==> src/rtl/writeback_stage_pkg.sv <==
// writeback_stage_pkg
//   Shared constants for the write-back end of the pipeline: register file
//   geometry, default retired-writeback counter width, and the bit layout of
//   the 20-bit MEM output bundle ({wb, dst[2:0], data[15:0]}). The memory
//   unit and hazard unit use the same field positions.
package writeback_stage_pkg;

  localparam int DATA_W       = 16;
  localparam int REG_CNT      = 8;
  localparam int ADDR_W       = 3;
  localparam int RETIRE_CNT_W = 16;

  // MEM bundle layout
  localparam int MEM_W   = 20;
  localparam int WB_BIT  = 19;
  localparam int DST_HI  = 18;
  localparam int DST_LO  = 16;
  localparam int DATA_HI = 15;
  localparam int DATA_LO = 0;

  // Assemble a MEM bundle from its fields.
  function automatic logic [MEM_W-1:0] pack_mem(input logic              wb,
                                                 input logic [ADDR_W-1:0] dst,
                                                 input logic [DATA_W-1:0] data);
    return {wb, dst, data};
  endfunction

endpackage

==> src/rtl/writeback_stage_if.sv <==
// writeback_stage_if
//   Bundles the signals around the write-back stage:
//     mem_output, mem_stall, flush : MEM bundle and bubble controls in
//     rd_addr1/2, rd_data1/2       : decode-stage read ports
//     wb_en, wb_dst, wb_data       : MEM/WB contents for EX forwarding
//     retire_cnt                   : committed register writes since reset
//   master = surrounding pipeline / bench, slave = writeback_stage.
interface writeback_stage_if
  import writeback_stage_pkg::*;
#(
  parameter int CNT_W = RETIRE_CNT_W
) ();

  logic [MEM_W-1:0]  mem_output;
  logic              mem_stall;
  logic              flush;
  logic [ADDR_W-1:0] rd_addr1;
  logic [ADDR_W-1:0] rd_addr2;
  logic [DATA_W-1:0] rd_data1;
  logic [DATA_W-1:0] rd_data2;
  logic              wb_en;
  logic [ADDR_W-1:0] wb_dst;
  logic [DATA_W-1:0] wb_data;
  logic [CNT_W-1:0]  retire_cnt;

  modport master (
    output mem_output, mem_stall, flush, rd_addr1, rd_addr2,
    input  rd_data1, rd_data2, wb_en, wb_dst, wb_data, retire_cnt
  );

  modport slave (
    input  mem_output, mem_stall, flush, rd_addr1, rd_addr2,
    output rd_data1, rd_data2, wb_en, wb_dst, wb_data, retire_cnt
  );

endinterface

==> src/rtl/writeback_stage_reg_file.sv <==
// writeback_stage_reg_file
//   8x16 general register file: one synchronous write port, two
//   combinational read ports with write-through bypass, async active-high
//   reset clearing every register. Register 0 is an ordinary register.
//   Ports: clk, rst, we/waddr/wdata (write), raddr1/2 -> rdata1/2 (read).
module writeback_stage_reg_file
  import writeback_stage_pkg::*;
(
  input  logic              clk,
  input  logic              rst,
  input  logic              we,
  input  logic [ADDR_W-1:0] waddr,
  input  logic [DATA_W-1:0] wdata,
  input  logic [ADDR_W-1:0] raddr1,
  input  logic [ADDR_W-1:0] raddr2,
  output logic [DATA_W-1:0] rdata1,
  output logic [DATA_W-1:0] rdata2
);

  logic [DATA_W-1:0] regs_r [REG_CNT];

  // Register array: cleared on reset, written on the commit edge.
  always_ff @(posedge clk or posedge rst) begin
    if (rst) begin
      for (int i = 0; i < REG_CNT; i++) begin
        regs_r[i] <= {DATA_W{1'b0}};
      end
    end else begin
      if (we) begin
        regs_r[waddr] <= wdata;
      end
    end
  end

  // Read ports: a pending write to the addressed register is returned
  // directly so decode sees it one cycle before it lands in the array.
  always_comb begin
    rdata1 = regs_r[raddr1];
    rdata2 = regs_r[raddr2];
    if (we && (raddr1 == waddr)) begin
      rdata1 = wdata;
    end else begin
      rdata1 = regs_r[raddr1];
    end
    if (we && (raddr2 == waddr)) begin
      rdata2 = wdata;
    end else begin
      rdata2 = regs_r[raddr2];
    end
  end

endmodule

==> src/rtl/writeback_stage.sv <==
// writeback_stage
//   Final pipeline stage. Captures the MEM bundle into the MEM/WB register
//   (a bubble when stalled or flushed), commits it to the register file on
//   the following edge, and counts committed writes with a saturating
//   counter.
//   Ports: clk, rst (async, active high), bus (writeback_stage_if.slave):
//   mem_output/mem_stall/flush in, rd_addr1/2 -> rd_data1/2,
//   wb_en/wb_dst/wb_data and retire_cnt out.
//   CNT_W must match the CNT_W of the connected interface.
module writeback_stage
  import writeback_stage_pkg::*;
#(
  parameter int CNT_W = RETIRE_CNT_W
) (
  input  logic              clk,
  input  logic              rst,
  writeback_stage_if.slave  bus
);

  localparam logic [CNT_W-1:0] CNT_MAX = {CNT_W{1'b1}};
  localparam logic [CNT_W-1:0] CNT_ONE = {{(CNT_W-1){1'b0}}, 1'b1};

  logic              bubble_s;
  logic              wb_en_r;
  logic [ADDR_W-1:0] wb_dst_r;
  logic [DATA_W-1:0] wb_data_r;
  logic [CNT_W-1:0]  retire_cnt_r;
  logic [CNT_W-1:0]  retire_cnt_nxt_s;

  // Stall and flush are equivalent here: either one turns the capture into a bubble.
  assign bubble_s = bus.flush | bus.mem_stall;

  // MEM/WB register; dst/data load even for bubbles so the contents stay deterministic.
  always_ff @(posedge clk or posedge rst) begin
    if (rst) begin
      wb_en_r   <= 1'b0;
      wb_dst_r  <= {ADDR_W{1'b0}};
      wb_data_r <= {DATA_W{1'b0}};
    end else begin
      wb_en_r   <= bus.mem_output[WB_BIT] & ~bubble_s;
      wb_dst_r  <= bus.mem_output[DST_HI:DST_LO];
      wb_data_r <= bus.mem_output[DATA_HI:DATA_LO];
    end
  end

  // Retired-writeback count: one per committing entry, holding at all-ones.
  always_comb begin
    retire_cnt_nxt_s = retire_cnt_r;
    if (wb_en_r && (retire_cnt_r != CNT_MAX)) begin
      retire_cnt_nxt_s = retire_cnt_r + CNT_ONE;
    end else begin
      retire_cnt_nxt_s = retire_cnt_r;
    end
  end

  // Counter register.
  always_ff @(posedge clk or posedge rst) begin
    if (rst) begin
      retire_cnt_r <= {CNT_W{1'b0}};
    end else begin
      retire_cnt_r <= retire_cnt_nxt_s;
    end
  end

  writeback_stage_reg_file u_reg_file (
    .clk    (clk),
    .rst    (rst),
    .we     (wb_en_r),
    .waddr  (wb_dst_r),
    .wdata  (wb_data_r),
    .raddr1 (bus.rd_addr1),
    .raddr2 (bus.rd_addr2),
    .rdata1 (bus.rd_data1),
    .rdata2 (bus.rd_data2)
  );

  assign bus.wb_en      = wb_en_r;
  assign bus.wb_dst     = wb_dst_r;
  assign bus.wb_data    = wb_data_r;
  assign bus.retire_cnt = retire_cnt_r;

endmodule

==> src/flat_wrapper.sv <==
// flat-port wrapper written by rule: the top's interface ports become plain ports
module writeback_stage_flat import writeback_stage_pkg::*;
#(
  parameter int CNT_W = RETIRE_CNT_W
)
  (clk, rst, bus_mem_output, bus_mem_stall, bus_flush, bus_rd_addr1, bus_rd_addr2, bus_rd_data1, bus_rd_data2, bus_wb_en, bus_wb_dst, bus_wb_data, bus_retire_cnt);
  writeback_stage_if #(.CNT_W(CNT_W)) bus_i ();
  input  logic clk;
  input  logic rst;
  input wire logic [$bits(bus_i.mem_output)-1:0] bus_mem_output;
  input wire logic [$bits(bus_i.mem_stall)-1:0] bus_mem_stall;
  input wire logic [$bits(bus_i.flush)-1:0] bus_flush;
  input wire logic [$bits(bus_i.rd_addr1)-1:0] bus_rd_addr1;
  input wire logic [$bits(bus_i.rd_addr2)-1:0] bus_rd_addr2;
  output wire logic [$bits(bus_i.rd_data1)-1:0] bus_rd_data1;
  output wire logic [$bits(bus_i.rd_data2)-1:0] bus_rd_data2;
  output wire logic [$bits(bus_i.wb_en)-1:0] bus_wb_en;
  output wire logic [$bits(bus_i.wb_dst)-1:0] bus_wb_dst;
  output wire logic [$bits(bus_i.wb_data)-1:0] bus_wb_data;
  output wire logic [$bits(bus_i.retire_cnt)-1:0] bus_retire_cnt;
  assign bus_i.mem_output = bus_mem_output;
  assign bus_i.mem_stall = bus_mem_stall;
  assign bus_i.flush = bus_flush;
  assign bus_i.rd_addr1 = bus_rd_addr1;
  assign bus_i.rd_addr2 = bus_rd_addr2;
  assign bus_rd_data1 = bus_i.rd_data1;
  assign bus_rd_data2 = bus_i.rd_data2;
  assign bus_wb_en = bus_i.wb_en;
  assign bus_wb_dst = bus_i.wb_dst;
  assign bus_wb_data = bus_i.wb_data;
  assign bus_retire_cnt = bus_i.retire_cnt;
  writeback_stage #(.CNT_W(CNT_W)) u_core (.clk(clk), .rst(rst), .bus(bus_i));
endmodule
==> config.mk <==
export PLATFORM = sky130hd
export DESIGN_NAME = writeback_stage_flat
export DESIGN_NICKNAME = d
export VERILOG_FILES = /design/src/rtl/writeback_stage_pkg.sv /design/src/rtl/writeback_stage_if.sv /design/src/rtl/writeback_stage_reg_file.sv /design/src/rtl/writeback_stage.sv /design/src/flat_wrapper.sv
export SDC_FILE = /design/constraint.sdc
export NUM_CORES = 1
export LEC_CHECK = 0
export CORE_ASPECT_RATIO = 1.2
export CORE_MARGIN = 4
export CORE_UTILIZATION = 25
export DETAILED_ROUTE_END_ITERATION = 6
export PLACE_DENSITY = 0.54
export SETUP_SLACK_MARGIN = 0.1
export SLEW_MARGIN = 20
export SYNTH_ARGS = -nofsm -noshare
export SYNTH_HDL_FRONTEND = slang
export SYNTH_SLANG_ARGS = --single-unit
==> constraint.sdc <==
create_clock -name clk -period 16.62 [get_ports clk]
set_input_delay 3.324 -clock clk [delete_from_list [all_inputs] [get_ports clk]]
set_output_delay 3.324 -clock clk [all_outputs]
set_load 0.01 [all_outputs]
# == Word level (Yosys, flattened, before mapping) ==
# Cells that the tools add are included.
# totals
elab_cells,41
reg_bits,164
out_inout_bits,68
# op_classes
n_lt_le_gt_ge,4
reduce_logical,4
n_bitwise,6
addsub,1
eq_ne,3
mux,11
# op_table
operator,n
$bwmux 128,1
$mux 16,7
$bmux 16 s3,2
$demux 16 s3,1
$add 16x1->16 const B,1
$ne 16x16->1 const B,1
$ge 4x4->1 const B,3
$not 3->4,3
$eq 3x3->1,2
$logic_and 1x1->1,4
$lt 4x1->1 const B,1
$and 1x1->1,1
$not 1->1,1
$or 1x1->1,1

# == Logic depth before layout (Yosys ltp) ==
# logic_depth
ltp_word,6
ltp_mapped,7
depth_no_buf,5

# == Modules after synthesis ==
# Synthesis repeated with hierarchy kept, for this count alone.
# hier_totals
hier_cells,548
area_unflattened_um2,8822.2
# modules_own_cells
mod,area_per_inst_um2,n_inst,cells_per_inst
writeback_stage_reg_file,7511.0,1,453
writeback_stage,1311.3,1,95

# == Worst setup path after synthesis ==
# OpenSTA, ideal clock, no wires.
# synth_timing
path_kind,input port to output port
start,input port bus_rd_addr1[0]
end,output port bus_rd_data1[5]
required_ps,13296
t_arrival_ps,4414
setup_slack_ps,8882
stages,5
cell_sequence,buf_4 > buf_4 > mux4_2 > mux2i_1 > a21oi_1
# synth_between
elab_chain_len,5
elab_cells_between_ends,7
classes_between,1 x eq/ne; 4 x mux; 1 x bitwise; 1 x reduce/logical
# synth_lines
element,line,text
from (decl),flat_wrapper.sv:13,input wire logic [$bits(bus_i.rd_addr1)-1:0] bus_rd_addr1;
$not 3->4 (not written as such),writeback_stage_reg_file.sv:43,rdata1 = regs_r[raddr1];
$bmux 16 s3,writeback_stage_reg_file.sv:43,
$mux 16 (not written as such) (2 in a row),writeback_stage_reg_file.sv:43,
$mux 16 *,writeback_stage_reg_file.sv:40,if (we && (raddr1 == waddr)) begin
to (decl),flat_wrapper.sv:15,output wire logic [$bits(bus_i.rd_data1)-1:0] bus_rd_data1;
# Every way passes the cells marked *; elsewhere a longest branch is shown, timed or not. The select of a mux whose other input is x is not followed.

# == Worst setup path in the final report ==
# layout_timing
start,input port bus_rd_addr2[2]
end,output port bus_rd_data2[8]
# layout_between
elab_chain_len,5
elab_cells_between_ends,7
classes_between,1 x eq/ne; 4 x mux; 1 x bitwise; 1 x reduce/logical
# layout_lines
element,line,text
from (decl),flat_wrapper.sv:14,input wire logic [$bits(bus_i.rd_addr2)-1:0] bus_rd_addr2;
$not 3->4 (not written as such),writeback_stage_reg_file.sv:48,rdata2 = regs_r[raddr2];
$bmux 16 s3,writeback_stage_reg_file.sv:48,
$mux 16 (not written as such) (2 in a row),writeback_stage_reg_file.sv:48,
$mux 16 *,writeback_stage_reg_file.sv:45,if (we && (raddr2 == waddr)) begin
to (decl),flat_wrapper.sv:16,output wire logic [$bits(bus_i.rd_data2)-1:0] bus_rd_data2;
# Marks and branches as above.

==> flow_metrics.py <==
metrics = {
    "layout": {
        "final_nets": 693,
        "fillers": 3460,
        "multi_input_area_mm2": 0.00411,
        "post-route-util": 0.308,
        "diodes": 0,
        "seqCellArea_mm2": 0.00410,
        "drive_gt1_frac": 0.387,
        "area_growth_pct": 21.8,
        "final_cell_area_mm2": 0.0105,
    },
    "critical_path": {
        "cp-startpoint": "bus_rd_addr2[2]",
        "crit_path_end": "bus_rd_data2[8]",
        "critical-path-top-delay-family": "buffers and inverters",
        "start_kind": "primary input",
        "reg2reg_to": "u_core.u_reg_file.regs_r[76]",
        "reg2reg_slack_ps": 14290,
        "cp_cell_sequence": "clkdlybuf4s50_1, buf_4, xnor2_1, nand4_1, buf_4, nor2_1, a21oi_1, clkdlybuf4s50_1",
        "cp_max_fo": 32,
        "cp.required_ps": 13300,
        "worst-setup-path-type": "primary input to output pin",
        "cp.depth": 8,
        "cp_slowest_cell": "clkdlybuf4s50_1",
        "worst_r2r_path_depth": 2,
        "critPathArrivalTime_ps": 5770,
        "path_buf_inv": 4,
        "end_kind": "output pin",
        "critical-path-max-stage-delay_ps": 620,
        "r2r_start": "u_core.bus.wb_en",
    },
    "placed_design": {
        "placed_area_mm2": 0.00986,
        "routabilityCongestion": 0.695,
        "port_buffers": 97,
        "place.detailed.hpwl_um": 13900,
    },
    "yosys": {
        "synth_top_area_share": 0.476,
        "async_reset_ff_frac": 1.00,
        "synth.ff_latch_count": 164,
        "synth_cell_type_count": 37,
        "yosysSeqAreaShare": 0.476,
        "synth_edf_count": 0,
        "yosysTopAreaCell": "dfrtp_1",
        "yosysMostFrequentCell": "dfrtp_1",
        "syn_area_per_cell_um2": 14.7,
        "postSynthCellCount": 586,
        "synth_area_leaders": "dfrtp_1, mux2_2, mux4_2",
        "ys.warnings.count": 0,
        "syn_nets": 617,
        "netlist_area_mm2": 0.00863,
        "yosys_most_used_dff": "dfrtp_1",
        "synth_common_cells": "dfrtp_1, mux2_2, mux4_2, nor2_1, a21oi_1",
    },
    "clock_network": {
        "hold_buffers": 0,
        "cts-root-buf": "clkbuf_16",
        "cts_tree": "yes",
        "cts-resized-gates": 0,
        "h-tree-depth": 4,
        "numCtsBuffers": 17,
        "post_cts_buffers": 0,
        "clk_latency_ps": 440,
        "cts.clk_slew.worst_paths_ps": 70,
        "cts_num_sinks": 164,
        "cts_buffer_depth": 2,
    },
    "drt": {
        "vias_per_cell": 4.59,
        "wire_per_inst_um": 19.9,
        "drc_errors": 0,
        "wl_um": 22500,
        "ant_nets": 0,
        "vias": 5189,
        "drt_iter0_drc": 238,
        "drtPass1Iterations": 4,
    },
    "power": {
        "finalPower_uw": 1220,
        "pwr_density_cell_mw_per_mm2": 117,
        "irDropWorstVdd_uv": 74.6,
        "p_leak_uw": 0.00443,
    },
    "sta": {
        "fin_crit_sh": 0.547,
        "maxSlewHeadroom": 0.379,
        "setup_violations": 0,
        "hold_ws_ps": 523,
        "setup_tns_ps": 0,
        "skew_ps": 9.57,
        "hold_violations": 0,
        "finalCriticalPeriod_ps": 9090,
        "worst_slew_pin_slew_ps": 928,
        "rsz0062_at_grt": "no",
        "max_freq_mhz": 110,
        "maxSlewViolCount": 0,
    },
    "run_status": {
        "outcome": "completed",
    },
    "die": {
        "start_util": 0.253,
        "rows": 74,
        "core_area_mm2": 0.0341,
        "die_width_um": 178,
        "io-pin-count": 98,
        "dieArea_mm2": 0.0376,
        "die_h_um": 211,
    },
    "worst_hold_path": {
        "hold_depth": 1,
        "hp-class": "register to register",
    },
    "global_route": {
        "grt_pass1_wl_um": 35100,
        "antenna_found_initial": 0,
        "grt-ovfl-total": 0,
        "grt.total_usage": 0.125,
        "grt_pass1_vias": 5577,
        "grt_max_degree": 94,
    },
    "job": {
        "drv_cap": 0,
    },
}
[cells in the final DEF (no fill, tap or decap), drive strengths merged]
cell / n
mux4: 64
o41ai: 1
and3: 2
xnor2: 11
nand3: 7
dfrtp: 164
o21ai: 1
o21a: 1
clkinvlp: 2
nand2b: 1
nor3b: 4
bufinv: 3
nand4: 10
nand2: 8
nor3: 5
buf: 18
clkinv: 4
ha: 1
xor2: 6
or3: 2
nand4b: 3
nand3b: 1
nor4: 2
mux2: 131
a21oi: 33
inv: 9
nor2: 39
clkdlybuf4s50: 93
clkbuf: 17
mux2i: 32
[metrics by stage]
step	worst slack (ps)	cells
after floorplan	8860	586
after detailed placement	7500	1098
after global placement	7470	1097
after global routing	7350	1131
after CTS	7490	1130
final	7530	1131
[layer usage]
metal	up-vias	wire, um	GRT usage
met5	-	0	0
met4	0	326	0.0414
met3	22	722	0.0218
met2	106	11400	0.209
met1	2703	10000	0.166
li1	2358	-	-
[layout make-up]
type	count	area share
Multi-Input combinational cell	365	0.391
Sequential cell	164	0.391
Timing Repair Buffer	111	0.103
Tap cell	456	0.0543
Clock buffer	17	0.0405
Clock inverter	15	0.0186
Inverter	3	0.00155
[sequential cells by signal, summed over array words and instances, names as in the netlist]
| register | flops |
|---|---|
| u_core.bus.wb_en | 1 |
| u_core.bus.wb_dst | 3 |
| u_core.u_reg_file.regs_r | 128 |
| u_core.bus.wb_data | 16 |
| u_core.bus.retire_cnt | 16 |
[power by group]
part           switching [uW]  internal, uW
Clock                     183           241
Combinational            99.7           174
Sequential               59.0           467
Total                     342           882
[worst min-delay path by stage]
stage | startpoint | end | slack [ps]
after floorplan | u_core.u_reg_file.regs_r[16] | u_core.u_reg_file.regs_r[16] | 490
after global placement | u_core.u_reg_file.regs_r[16] | u_core.u_reg_file.regs_r[16] | 500
after detailed placement | u_core.u_reg_file.regs_r[75] | u_core.u_reg_file.regs_r[75] | 510
after CTS | u_core.u_reg_file.regs_r[67] | u_core.u_reg_file.regs_r[67] | 530
after global routing | u_core.u_reg_file.regs_r[42] | u_core.u_reg_file.regs_r[42] | 540
final | u_core.bus.retire_cnt[15] | u_core.bus.retire_cnt[15] | 520
[kinds of logic after synthesis]
| family | count (synthesis) | share of synthesized area |
|---|---|---|
| muxes | 227 | 0.376 |
| adders and majority gates | 1 | 0.00145 |
| AOI/OAI and AO/OA | 36 | 0.0238 |
| DFF | 164 | 0.476 |
| xor gates and xnor gates | 17 | 0.0173 |
| buffers and inverters | 57 | 0.0474 |
| and+or+nand+nor | 84 | 0.0587 |
Note: power is estimated with default switching activity, not from simulation.
